--- config.mk ---
export PLATFORM = sky130hd
export DESIGN_NAME = lcd_line_arbiter
export DESIGN_NICKNAME = d
export VERILOG_FILES = /design/src/rtl/lcd_pkg.sv /design/src/rtl/lcd_line_arbiter_writer.sv /design/src/rtl/lcd_line_arbiter.sv
export SDC_FILE = /design/constraint.sdc
export NUM_CORES = 1
export LEC_CHECK = 0
export CORE_UTILIZATION = 54
export CTS_BUF_LIST = sky130_fd_sc_hd__clkbuf_4 sky130_fd_sc_hd__clkbuf_8
export DETAILED_ROUTE_END_ITERATION = 16
export PLACE_DENSITY = 0.84
export SLEW_MARGIN = 20
export SYNTH_ARGS = -nofsm -noshare
export SYNTH_HDL_FRONTEND = slang
export SYNTH_HIERARCHICAL = 1
export SYNTH_SLANG_ARGS = --single-unit
--- constraint.sdc ---
create_clock -name ckht -period 8.3 [get_ports ckht]
set_input_delay 1.66 -clock ckht [delete_from_list [all_inputs] [get_ports ckht]]
set_output_delay 1.66 -clock ckht [all_outputs]
set_load 0.005 [all_outputs]
--- src/rtl/lcd_pkg.sv ---
// lcd_pkg - shared constants and types for the stopwatch LCD controller.
//   Command bytes, the arbiter FSM state enum, the requester id enum, the
//   byte-writer phase enum, and helpers that select init/line bytes.
// Build option: define LCD_INIT_REPEAT_EN to prefix the init sequence with
//   the three-byte 0x30 wake sequence.
package lcd_pkg;

  localparam logic [7:0] FUNC_SET = 8'h38;
  localparam logic [7:0] DISP_ON  = 8'h0C;
  localparam logic [7:0] ENTRY    = 8'h06;
  localparam logic [7:0] CLEAR    = 8'h01;
  localparam logic [7:0] LINE1    = 8'h80;
  localparam logic [7:0] LINE2    = 8'hC0;
  localparam logic [7:0] WAKE     = 8'h30;

  localparam logic [4:0] LINE_LEN = 5'd16;

`ifdef LCD_INIT_REPEAT_EN
  localparam logic [4:0] INIT_LEN = 5'd7;
  localparam logic       WAKE_EN  = 1'b1;
`else
  localparam logic [4:0] INIT_LEN = 5'd4;
  localparam logic       WAKE_EN  = 1'b0;
`endif

  typedef enum logic [2:0] {
    PWRUP = 3'd0,
    INIT  = 3'd1,
    IDLE  = 3'd2,
    ADDR  = 3'd3,
    DATA  = 3'd4,
    ACK   = 3'd5
  } lcd_state_e;

  typedef enum logic {
    LIVE = 1'b0,
    LAP  = 1'b1
  } req_id_e;

  typedef enum logic [2:0] {
    WR_IDLE  = 3'd0,
    WR_SETUP = 3'd1,
    WR_EHI   = 3'd2,
    WR_HOLD  = 3'd3,
    WR_WAIT  = 3'd4
  } wr_phase_e;

  // Byte number idx of the power-up command sequence.
  function automatic logic [7:0] init_byte(input logic [2:0] idx);
    logic [7:0] b;
`ifdef LCD_INIT_REPEAT_EN
    case (idx)
      3'd0, 3'd1, 3'd2: b = WAKE;
      3'd3:             b = FUNC_SET;
      3'd4:             b = DISP_ON;
      3'd5:             b = ENTRY;
      3'd6:             b = CLEAR;
      default:          b = 8'h00;
    endcase
`else
    case (idx)
      3'd0:    b = FUNC_SET;
      3'd1:    b = DISP_ON;
      3'd2:    b = ENTRY;
      3'd3:    b = CLEAR;
      default: b = 8'h00;
    endcase
`endif
    return b;
  endfunction

  // Character idx of a 16-char line; char0 sits in bits [127:120].
  function automatic logic [7:0] line_char(input logic [127:0] line, input logic [3:0] idx);
    logic [127:0] sh;
    sh = line << {idx, 3'b000};
    return sh[127:120];
  endfunction

endpackage

--- src/rtl/lcd_line_arbiter_writer.sv ---
// lcd_byte_writer - drives one byte onto the HD44780 bus with E-strobe timing.
//   SETUP (1 cycle, e=0) -> EHI (E_HIGH_CYC cycles, e=1) -> HOLD (1 cycle, e=0)
//   -> WAIT (CMD_WAIT_CYC, or CLR_WAIT_CYC for a clear) -> done pulse.
//   A new start is accepted in the same cycle that done is high, so the
//   byte-to-byte period is 3 + E_HIGH_CYC + wait cycles.
// Ports:
//   ckht, rst          clock, async active-high reset
//   start              launch a byte write (accepted when idle)
//   wr_byte, rs_in     byte and register select, latched on start
//   is_clear           selects the long post-clear wait, latched on start
//   done               one-cycle pulse after the wait completes
//   lcd_db/lcd_rs/lcd_e registered LCD bus outputs
module lcd_byte_writer
  import lcd_pkg::*;
#(
  parameter int E_HIGH_CYC   = 25,
  parameter int CMD_WAIT_CYC = 2_000,
  parameter int CLR_WAIT_CYC = 82_000
) (
  input  logic       ckht,
  input  logic       rst,
  input  logic       start,
  input  logic [7:0] wr_byte,
  input  logic       rs_in,
  input  logic       is_clear,
  output logic       done,
  output logic [7:0] lcd_db,
  output logic       lcd_rs,
  output logic       lcd_e
);

  localparam logic [31:0] E_LAST   = 32'(E_HIGH_CYC - 1);
  localparam logic [31:0] CMD_LAST = 32'(CMD_WAIT_CYC - 1);
  localparam logic [31:0] CLR_LAST = 32'(CLR_WAIT_CYC - 1);

  wr_phase_e   phase_r, phase_nx_s;
  logic [31:0] cnt_r, cnt_nx_s;
  logic [31:0] wait_last_s;
  logic        clr_r;
  logic [7:0]  db_r;
  logic        rs_r;
  logic        e_r, e_nx_s;
  logic        done_r, done_nx_s;

  assign wait_last_s = clr_r ? CLR_LAST : CMD_LAST;

  // Phase sequencing and next-cycle strobe/done values.
  always_comb begin
    phase_nx_s = phase_r;
    cnt_nx_s   = cnt_r;
    e_nx_s     = 1'b0;
    done_nx_s  = 1'b0;
    case (phase_r)
      WR_IDLE: begin
        if (start) begin
          phase_nx_s = WR_SETUP;
          cnt_nx_s   = 32'd0;
        end else begin
          phase_nx_s = WR_IDLE;
        end
      end
      WR_SETUP: begin
        phase_nx_s = WR_EHI;
        cnt_nx_s   = 32'd0;
        e_nx_s     = 1'b1;
      end
      WR_EHI: begin
        if (cnt_r == E_LAST) begin
          phase_nx_s = WR_HOLD;
          cnt_nx_s   = 32'd0;
        end else begin
          cnt_nx_s = cnt_r + 32'd1;
          e_nx_s   = 1'b1;
        end
      end
      WR_HOLD: begin
        phase_nx_s = WR_WAIT;
        cnt_nx_s   = 32'd0;
      end
      WR_WAIT: begin
        if (cnt_r == wait_last_s) begin
          phase_nx_s = WR_IDLE;
          cnt_nx_s   = 32'd0;
          done_nx_s  = 1'b1;
        end else begin
          cnt_nx_s = cnt_r + 32'd1;
        end
      end
      default: begin
        phase_nx_s = WR_IDLE;
        cnt_nx_s   = 32'd0;
      end
    endcase
  end

  // Phase register, bus latches and registered strobe outputs.
  always_ff @(posedge ckht or posedge rst) begin
    if (rst) begin
      phase_r <= WR_IDLE;
      cnt_r   <= 32'd0;
      clr_r   <= 1'b0;
      db_r    <= 8'h00;
      rs_r    <= 1'b0;
      e_r     <= 1'b0;
      done_r  <= 1'b0;
    end else begin
      phase_r <= phase_nx_s;
      cnt_r   <= cnt_nx_s;
      e_r     <= e_nx_s;
      done_r  <= done_nx_s;
      if ((phase_r == WR_IDLE) && start) begin
        db_r  <= wr_byte;
        rs_r  <= rs_in;
        clr_r <= is_clear;
      end
    end
  end

  assign done   = done_r;
  assign lcd_db = db_r;
  assign lcd_rs = rs_r;
  assign lcd_e  = e_r;

endmodule

--- src/rtl/lcd_line_arbiter.sv ---
// lcd_line_arbiter - HD44780 16x2 controller shared by two line requesters.
//   Runs power-up delay and init commands, then grants whole-line writes
//   round-robin between the live-time refresher (line 1) and the lap writer
//   (line 2). Each grant writes the line address then 16 data bytes.
// Build option: LCD_INIT_REPEAT_EN adds the 0x30 wake sequence before init;
//   the first wake byte is followed by a WAKE_WAIT_CYC wait.
// Ports:
//   ckht, rst            clock, async active-high reset
//   req_live, data_live  line-1 level request and text (char0 = [127:120])
//   req_lap,  data_lap   line-2 level request and text
//   ack_live, ack_lap    one-cycle completion pulses
//   busy                 high during init or any line transfer
//   init_done            high once init completes, until reset
//   lcd_db/lcd_rs/lcd_e  LCD bus, lcd_p LCD power enable
module lcd_line_arbiter
  import lcd_pkg::*;
#(
  parameter int CLK_HZ        = 50_000_000,
  parameter int PWRUP_CYC     = 750_000,
  parameter int E_HIGH_CYC    = 25,
  parameter int CMD_WAIT_CYC  = 2_000,
  parameter int CLR_WAIT_CYC  = 82_000,
  parameter int WAKE_WAIT_CYC = (CLK_HZ / 10_000) * 41
) (
  input  logic         ckht,
  input  logic         rst,
  input  logic         req_live,
  input  logic [127:0] data_live,
  input  logic         req_lap,
  input  logic [127:0] data_lap,
  output logic         ack_live,
  output logic         ack_lap,
  output logic         busy,
  output logic         init_done,
  output logic [7:0]   lcd_db,
  output logic         lcd_rs,
  output logic         lcd_e,
  output logic         lcd_p
);

  localparam logic [31:0] PWRUP_LAST = 32'(PWRUP_CYC - 1);
  // Extra cycles added after the first wake byte on top of its normal wait.
  localparam logic [31:0] WAKE_EXTRA = 32'(WAKE_WAIT_CYC - CMD_WAIT_CYC);

  lcd_state_e   state_r, state_nx_s;
  logic [31:0]  cnt_r, cnt_nx_s;
  logic [4:0]   idx_r, idx_nx_s;
  logic [127:0] line_r, line_nx_s;
  req_id_e      last_grant_r, last_nx_s, grant_s;
  logic         init_done_r, init_done_nx_s;
  logic         busy_r;
  logic         ack_live_r, ack_lap_r;
  logic         lcd_p_r;

  logic         wr_start_s;
  logic [7:0]   wr_byte_s;
  logic         wr_rs_s;
  logic         wr_clr_s;
  logic         wr_done_s;

  assign wr_clr_s = (wr_rs_s == 1'b0) && (wr_byte_s == CLEAR);

  // Next-state, arbitration and byte-writer launch decisions.
  always_comb begin
    state_nx_s     = state_r;
    cnt_nx_s       = cnt_r;
    idx_nx_s       = idx_r;
    line_nx_s      = line_r;
    last_nx_s      = last_grant_r;
    init_done_nx_s = init_done_r;
    grant_s        = last_grant_r;
    wr_start_s     = 1'b0;
    wr_byte_s      = 8'h00;
    wr_rs_s        = 1'b0;
    case (state_r)
      PWRUP: begin
        if (cnt_r == PWRUP_LAST) begin
          state_nx_s = INIT;
          cnt_nx_s   = 32'd0;
          idx_nx_s   = 5'd1;
          wr_start_s = 1'b1;
          wr_byte_s  = init_byte(3'd0);
        end else begin
          cnt_nx_s = cnt_r + 32'd1;
        end
      end
      INIT: begin
        // A non-zero count here is the extended wait after the first wake byte.
        if (cnt_r != 32'd0) begin
          cnt_nx_s = cnt_r - 32'd1;
          if (cnt_r == 32'd1) begin
            wr_start_s = 1'b1;
            wr_byte_s  = init_byte(idx_r[2:0]);
            idx_nx_s   = idx_r + 5'd1;
          end else begin
            wr_start_s = 1'b0;
          end
        end else if (wr_done_s) begin
          if (idx_r == INIT_LEN) begin
            state_nx_s     = IDLE;
            init_done_nx_s = 1'b1;
          end else if (WAKE_EN && (idx_r == 5'd1) && (WAKE_EXTRA != 32'd0)) begin
            cnt_nx_s = WAKE_EXTRA;
          end else begin
            wr_start_s = 1'b1;
            wr_byte_s  = init_byte(idx_r[2:0]);
            idx_nx_s   = idx_r + 5'd1;
          end
        end else begin
          state_nx_s = INIT;
        end
      end
      IDLE: begin
        // Round-robin only matters on a tie: favour whoever was not served last.
        if (req_live && req_lap) begin
          grant_s = (last_grant_r == LAP) ? LIVE : LAP;
        end else if (req_live) begin
          grant_s = LIVE;
        end else begin
          grant_s = LAP;
        end
        if (req_live || req_lap) begin
          state_nx_s = ADDR;
          last_nx_s  = grant_s;
          line_nx_s  = (grant_s == LIVE) ? data_live : data_lap;
          wr_start_s = 1'b1;
          wr_byte_s  = (grant_s == LIVE) ? LINE1 : LINE2;
        end else begin
          state_nx_s = IDLE;
        end
      end
      ADDR: begin
        if (wr_done_s) begin
          state_nx_s = DATA;
          idx_nx_s   = 5'd1;
          wr_start_s = 1'b1;
          wr_rs_s    = 1'b1;
          wr_byte_s  = line_char(line_r, 4'd0);
        end else begin
          state_nx_s = ADDR;
        end
      end
      DATA: begin
        if (wr_done_s) begin
          if (idx_r == LINE_LEN) begin
            state_nx_s = ACK;
          end else begin
            wr_start_s = 1'b1;
            wr_rs_s    = 1'b1;
            wr_byte_s  = line_char(line_r, idx_r[3:0]);
            idx_nx_s   = idx_r + 5'd1;
          end
        end else begin
          state_nx_s = DATA;
        end
      end
      ACK: begin
        state_nx_s = IDLE;
      end
      default: begin
        state_nx_s = PWRUP;
        cnt_nx_s   = 32'd0;
      end
    endcase
  end

  // Sequencing state and registered status outputs.
  always_ff @(posedge ckht or posedge rst) begin
    if (rst) begin
      state_r      <= PWRUP;
      cnt_r        <= 32'd0;
      idx_r        <= 5'd0;
      line_r       <= 128'd0;
      last_grant_r <= LAP;
      init_done_r  <= 1'b0;
      busy_r       <= 1'b1;
      ack_live_r   <= 1'b0;
      ack_lap_r    <= 1'b0;
      lcd_p_r      <= 1'b0;
    end else begin
      state_r      <= state_nx_s;
      cnt_r        <= cnt_nx_s;
      idx_r        <= idx_nx_s;
      line_r       <= line_nx_s;
      last_grant_r <= last_nx_s;
      init_done_r  <= init_done_nx_s;
      busy_r       <= (state_nx_s != IDLE);
      ack_live_r   <= (state_nx_s == ACK) && (last_nx_s == LIVE);
      ack_lap_r    <= (state_nx_s == ACK) && (last_nx_s == LAP);
      lcd_p_r      <= 1'b1;
    end
  end

  lcd_byte_writer #(
    .E_HIGH_CYC   (E_HIGH_CYC),
    .CMD_WAIT_CYC (CMD_WAIT_CYC),
    .CLR_WAIT_CYC (CLR_WAIT_CYC)
  ) u_writer (
    .ckht     (ckht),
    .rst      (rst),
    .start    (wr_start_s),
    .wr_byte  (wr_byte_s),
    .rs_in    (wr_rs_s),
    .is_clear (wr_clr_s),
    .done     (wr_done_s),
    .lcd_db   (lcd_db),
    .lcd_rs   (lcd_rs),
    .lcd_e    (lcd_e)
  );

  assign ack_live  = ack_live_r;
  assign ack_lap   = ack_lap_r;
  assign busy      = busy_r;
  assign init_done = init_done_r;
  assign lcd_p     = lcd_p_r;

endmodule

==> metrics.yaml, run 1 <==
dp_hpwl_mm: 29.7
overflow: 0
syn_avg_cell_area_um2: 9.33
ant_nets: 0
fmax_mhz: 227
numCtsBuffers: 38
worstSetupEndpointType: "register"
synth_edf_count: 0
clkTransAtPathRegs_ns: 0.06
wl_mm: 41.6
post_cts_resized: 0
num_vias: 12500
cts_max_path_buffers: 3
rsz0062_at_grt: "false"
final_nets: 1927
drv_slew: 0
r2r_cells: 9
dr.pass1.iters: 6
multi_input_area_um2: 7310
cts_setup_buffers: 0
hold_path_end: "init_done"
hp-start: "init_done"
first_global_vias: 12300
synthCells: 1431
cp.required_ns: 8.74
ys_seq_area_share_pct: 41.5
drive_above_1_share_pct: 9.46
p_leak_nw: 7.78
wl_per_cell_um: 20.7
io_pins: 275
port_buffers: 274
relSlewSlack_pct: 22.9
grt_max_degree: 140
critPathLaunchType: "register"
critPathKind: "register to register"
period_needed_ns: 4.40
coreArea_um2: 24200
crit_start: "cnt_r[26]"
drt_iter0_markers: 1168
p_per_area_nw_per_um2: 139
initial_utilization_pct: 55.0
ff_latch_area_um2: 5540
nFillCells: 1840
die_w_um: 159
power.total_mw: 2.37
clk-insertion-delay-late_ns: 0.55
hold_depth: 1
synth_fp_nets: 1705
vias_per_cell: 6.22
ys_types: 75
rr_endpoint: "u_writer/cnt_r[31]"
setup_viol: 0
ir_worst_vdd_mv: 0.0864
dpl_cell_area_um2: 16200
root_buffer: "clkbuf_8"
grt_pass1_wl_mm: 65.8
rows: 57
finClkSkew_ns: 0.0303
post-route-period-util_pct: 53.0
synth_area_um2: 13300
worst_slew_pin_slew_ns: 1.15
antenna_found_initial: 3
ys.flop_type: "dfrtp_1"
final_design_area_no_fill_um2: 17100
timing.rr.start: "cnt_r[26]"
synth-seq-cells: 221
cp.arrival_ns: 4.85
ys_warn_count: 6
clkSinkCount: 221
timing.hold.ws_ns: 0.459
critPathMaxFanout: 17
die_h_um: 159
gp_congestion: 0.940
dieArea_um2: 25300
cts_tree: "yes"
grt_usage_pct: 32.8
status: "finished, final reports clean"
hold_viol: 0
drc: 0
setup_tns_ns: 0
postCtsHoldBufs: 0
cap_violations: 0
hp-class: "register to register"
areaGrowthSynthToFinish_pct: 27.9
rrSetupSlack_ns: 3.90
synth-async-reset-ratio_pct: 100
htreeDepth: 2
## synthesized netlist by cell type, types with 24 or more instances
| master | number | area, µm² |
|---|---|---|
| clkbuf_1 | 83 | 312 |
| nand4_1 | 31 | 194 |
| a21oi_1 | 52 | 260 |
| nor4_1 | 27 | 169 |
| nor2_1 | 55 | 206 |
| mux4_2 | 29 | 653 |
| mux2i_1 | 137 | 1370 |
| o21ai_0 | 160 | 801 |
| dfrtp_1 | 219 | 5480 |
| nand3_1 | 42 | 210 |
| nor3_1 | 41 | 205 |
| xor2_1 | 24 | 210 |
| nand2_1 | 209 | 785 |
| inv_1 | 26 | 97.6 |
## state kept, by name (all words and copies together), names as in the netlist, 3 cells and up
signal,flops
u_writer/phase_r,3
idx_r,5
state_r,3
cnt_r,32
line_r,128
u_writer/cnt_r,32
u_writer/lcd_db,8
## worst max-delay path by stage
stage | depth (start not counted) | slack, ns | to
2_1_floorplan | 1 | 1.93 | ack_lap
3_3_place_gp | 5 | 3.69 | line_r[61]
4_1_cts | 9 | 4.04 | u_writer/cnt_r[31]
3_5_place_dp | 5 | 3.58 | line_r[64]
5_1_grt | 9 | 3.69 | u_writer/cnt_r[31]
6_report | 9 | 3.90 | u_writer/cnt_r[31]
## routing by layer
metal	part of all wire (%)	GRT usage, %
met1	38	40.5
met2	50	56.0
met3	7.3	5.73
met4	4.6	15.3
met5	0.029	0
## logic make-up (layout without fill, tap and decap cells)
kind of cell,Yosys count,in the layout,synth area share (%)
buf+inv,135,384,4.16
xor+xnor,32,32,2.10
flops,221,221,41.5
other cells,1,4,0.0281
fa+ha+maj,14,14,1.31
mux,182,182,16.5
compound gates,341,341,15.4
simple gates,505,505,19.0
## cells in the final DEF, fill, tap and decap left out, types with 13 or more instances in the layout
master	Yosys	layout
mux2i_1	137	137
clkdlybuf4s50_1	0	274
nand2_1	209	209
mux4_2	29	29
a31oi_1	13	13
nand3_1	42	42
a21oi_1	52	52
dfrtp_1	219	217
nor4_1	27	25
and3_1	15	15
clkbuf_8	0	45
nor2_1	55	55
ha_1	14	14
inv_1	26	25
nand4_1	31	31
nor3_1	41	41
o21ai_0	160	160
buf_4	4	14
clkbuf_4	0	17
xor2_1	24	24
mux2_2	16	16
a211oi_1	15	15
## worst max-delay path, cell delays in order, from the launching register on
cell,delay (ns)
dfrtp_1,0.45
or4_4,0.59
nor4_1,0.66
nand4_1,0.44
nand3_1,0.35
nor4_4,0.14
nor4_2,0.93
nand3_1,0.18
or3_1,0.36
a22oi_1,0.19
## power by group
group | internal, mW | switching, mW | leakage (nW)
combinational | 0.139 | 0.0797 | 4.34
sequential | 1.08 | 0.0000772 | 3.00
clock | 0.607 | 0.464 | 0.440
total | 1.82 | 0.543 | 7.78
## layout make-up
class,instances,area share (%)
Sequential cell,221,32.4
Inverter,27,0.623
Antenna cell,3,0.0440
Clock inverter,5,0.462
Clock buffer,62,4.38
Timing Repair Buffer,290,16.9
Multi-Input combinational cell,1075,42.8
Tap cell,324,2.37
## metrics by stage
step / cells / setup slack (ns) / util [%]
finish: 2007 / 3.90 / 70.4
global route: 2006 / 3.69 / 70.4
CTS: 2004 / 4.04 / 70.3
detailed placement: 1937 / 3.58 / 66.9
global placement: 1937 / 3.69 / 66.9
floorplan: 1431 / 1.93 / -
(Power assumes the default switching activity.)
==> inputs of run 2 (changes only) <==
--- a/config.mk
+++ b/config.mk
@@ -5,10 +5,10 @@
 export SDC_FILE = /design/constraint.sdc
 export NUM_CORES = 1
 export LEC_CHECK = 0
-export CORE_UTILIZATION = 54
+export CORE_UTILIZATION = 49
 export CTS_BUF_LIST = sky130_fd_sc_hd__clkbuf_4 sky130_fd_sc_hd__clkbuf_8
 export DETAILED_ROUTE_END_ITERATION = 16
-export PLACE_DENSITY = 0.84
+export PLACE_DENSITY = 0.8
 export SLEW_MARGIN = 20
 export SYNTH_ARGS = -nofsm -noshare
 export SYNTH_HDL_FRONTEND = slang
==> constraint.sdc (replaced) <==
create_clock -name ckht -period 3.7 [get_ports ckht]
set_input_delay 0.74 -clock ckht [delete_from_list [all_inputs] [get_ports ckht]]
set_output_delay 0.74 -clock ckht [all_outputs]
set_load 0.005 [all_outputs]
==> metrics.yaml, run 2 (synthesis gave the netlist of run 1 again) <==
period_needed_ns: 3.48
cap_violations: 0
final_cell_mix: "274 x clkdlybuf4s50_1, 217 x dfrtp_1, 209 x nand2_1"
intPower_mw: 4.02
hold_depth: 2
pre_cts_ws_ns: 0.218
die_w_um: 167
hp-class: "register to register"
dieArea_um2: 27900
regMostFlops: "line_r"
port_buffers: 274
p_leak_nw: 7.95
cts_tree: "yes"
crit_path_max_incr_delay_ns: 0.56
hold_viol: 0
grt_usage_pct: 29.3
ir_worst_vdd_mv: 0.231
r2r_cells: 12
antenna_found_initial: 2
num_vias: 12400
p_per_area_nw_per_um2: 302
largest_reg_flops: 128
cp.depth: 12
drc: 0
layout_commonest_cell: "clkdlybuf4s50_1"
clk-insertion-delay-late_ns: 0.57
htreeDepth: 2
path_cells: "or4_4 > or4_4 > nor2_2 > and3_1 > nor2_1 > nand3_1 > nor4_4 > nor4_1 > buf_4 > nand3_1 > or3_1 > a22oi_1"
rsz0062_at_grt: "false"
initial_utilization_pct: 49.8
cts_max_path_buffers: 3
grt_pass1_wl_mm: 64.9
sequentialPowerShare_pct: 46.1
post-route-period-util_pct: 94.0
multi_input_area_um2: 7300
clockPowerShare_pct: 44.5
grt_max_degree: 258
postCtsHoldBufs: 0
final_nets: 1965
drv_slew: 0
critPathMaxFanout: 11
drive_above_1_share_pct: 11.4
io_pins: 275
cts_setup_buffers: 0
grtUsageMet3_pct: 5.18
cp.required_ns: 4.17
setup_viol: 0
wl_mm: 40.7
reg_top3: "line_r (128), cnt_r (32), u_writer/cnt_r (32)"
wl_per_cell_um: 19.8
rows: 60
dr.pass1.iters: 5
p_comb_share_pct: 9.4
crit_family: "simple AND/OR/NAND/NOR gates"
worstSetupEndpointType: "register"
critPathLaunchType: "register"
gp_congestion: 0.945
swShare_pct: 23.4
vias_per_cell: 6.02
clkTransAtPathRegs_ns: 0.06
met2_usage_pct: 48.9
finClkSkew_ns: 0.0226
coreArea_um2: 26800
die_h_um: 167
p_sw_mw: 1.23
grt_util_met1_pct: 37.5
areaGrowthSynthToFinish_pct: 30.1
nFillCells: 2148
drt_iter0_markers: 1328
first_global_vias: 12300
ff_latch_area_um2: 5540
post_cts_resized: 0
slowest_stage: "or4_4"
numCtsBuffers: 39
dp_hpwl_mm: 29.8
worst_slew_pin_slew_ns: 1.02
relSlewSlack_pct: 32.3
status: "finished, final reports clean"
overflow: 0
grt.busiest_layer: "met2"
root_buffer: "clkbuf_8"
cp.arrival_ns: 3.95
setup_tns_ns: 0
crit_buf_inv: 1
ant_nets: 0
layout_setup_ws_ns: 0.221
clkSinkCount: 221
fmax_mhz: 287
critPathKind: "register to register"
run 2: changes by cell type in the layout (fill, tap and decap cells not counted), moves of 2 or more:
| cell | previous run | this run |
|---|---|---|
| diode_2 | 3 | 1 |
| clkbuf_4 | 17 | 19 |
| buf_4 | 14 | 48 |
| buf_12 | 1 | 5 |
| clkinvlp_4 | 0 | 2 |
run 2: final timing paths:
check	endpoint	slack, ns	from
max in group asynchronous	last_grant_r	2.24	rst
min in group asynchronous	init_done	0.67	rst
max	u_writer/cnt_r[31]	0.22	cnt_r[28]
min reg2reg	line_r[76]	0.48	line_r[76]
min	line_r[76]	0.48	line_r[76]
max reg2reg	u_writer/cnt_r[31]	0.22	cnt_r[28]
run 2: layout make-up:
cell class	instances	share of cell area [%]
Tap cell	341	2.46
Inverter	27	0.605
Multi-Input combinational cell	1075	42.0
Clock inverter	4	0.267
Clock buffer	63	4.31
Sequential cell	221	31.9
Antenna cell	1	0.0144
Timing Repair Buffer	327	18.4
run 2: routing by layer:
| metal | wire length (µm) | vias to the layer above |
|---|---|---|
| met5 | 0 | - |
| met4 | 1540 | 0 |
| met3 | 3150 | 100 |
| met2 | 19900 | 571 |
| met1 | 16100 | 5930 |
| li1 | - | 5784 |
run 2: through the flow:
stage	total power [mW]	util, %	hold WS, ns	std cells	area [µm²]
after floorplan	2.61	-	0.444	1431	13400
after global placement	2.96	61.8	0.451	1991	16600
after detailed placement	2.96	61.8	0.465	1991	16600
after CTS	5.29	64.8	0.478	2058	17400
after global routing	5.42	64.8	0.498	2059	17400
final	5.25	64.8	0.476	2059	17400
run 2: power groups by stage:
stage	Combinational, mW	Clock, mW	Sequential (mW)
floorplan	0.149	0	2.46
global placement	0.494	0	2.46
detailed placement	0.499	0	2.46
CTS	0.501	2.37	2.42
global route	0.527	2.48	2.42
finish	0.494	2.34	2.42
run 2: worst min-delay path: cells and delay by family (launching register included):
kind               cells  cell delay (ns)
AOI/OAI and AO/OA      1             0.06
and+or+nand+nor        1             0.04
DFF                    1             0.34
==> inputs of run 3 (changes only) <==
--- a/config.mk
+++ b/config.mk
@@ -9,6 +9,7 @@
 export CTS_BUF_LIST = sky130_fd_sc_hd__clkbuf_4 sky130_fd_sc_hd__clkbuf_8
 export DETAILED_ROUTE_END_ITERATION = 16
 export PLACE_DENSITY = 0.8
+export SKIP_LAST_GASP = 1
 export SLEW_MARGIN = 20
 export SYNTH_ARGS = -nofsm -noshare
 export SYNTH_HDL_FRONTEND = slang
==> results of run 3 <==
Final layout, timing and power as in run 2 (identical DEF).
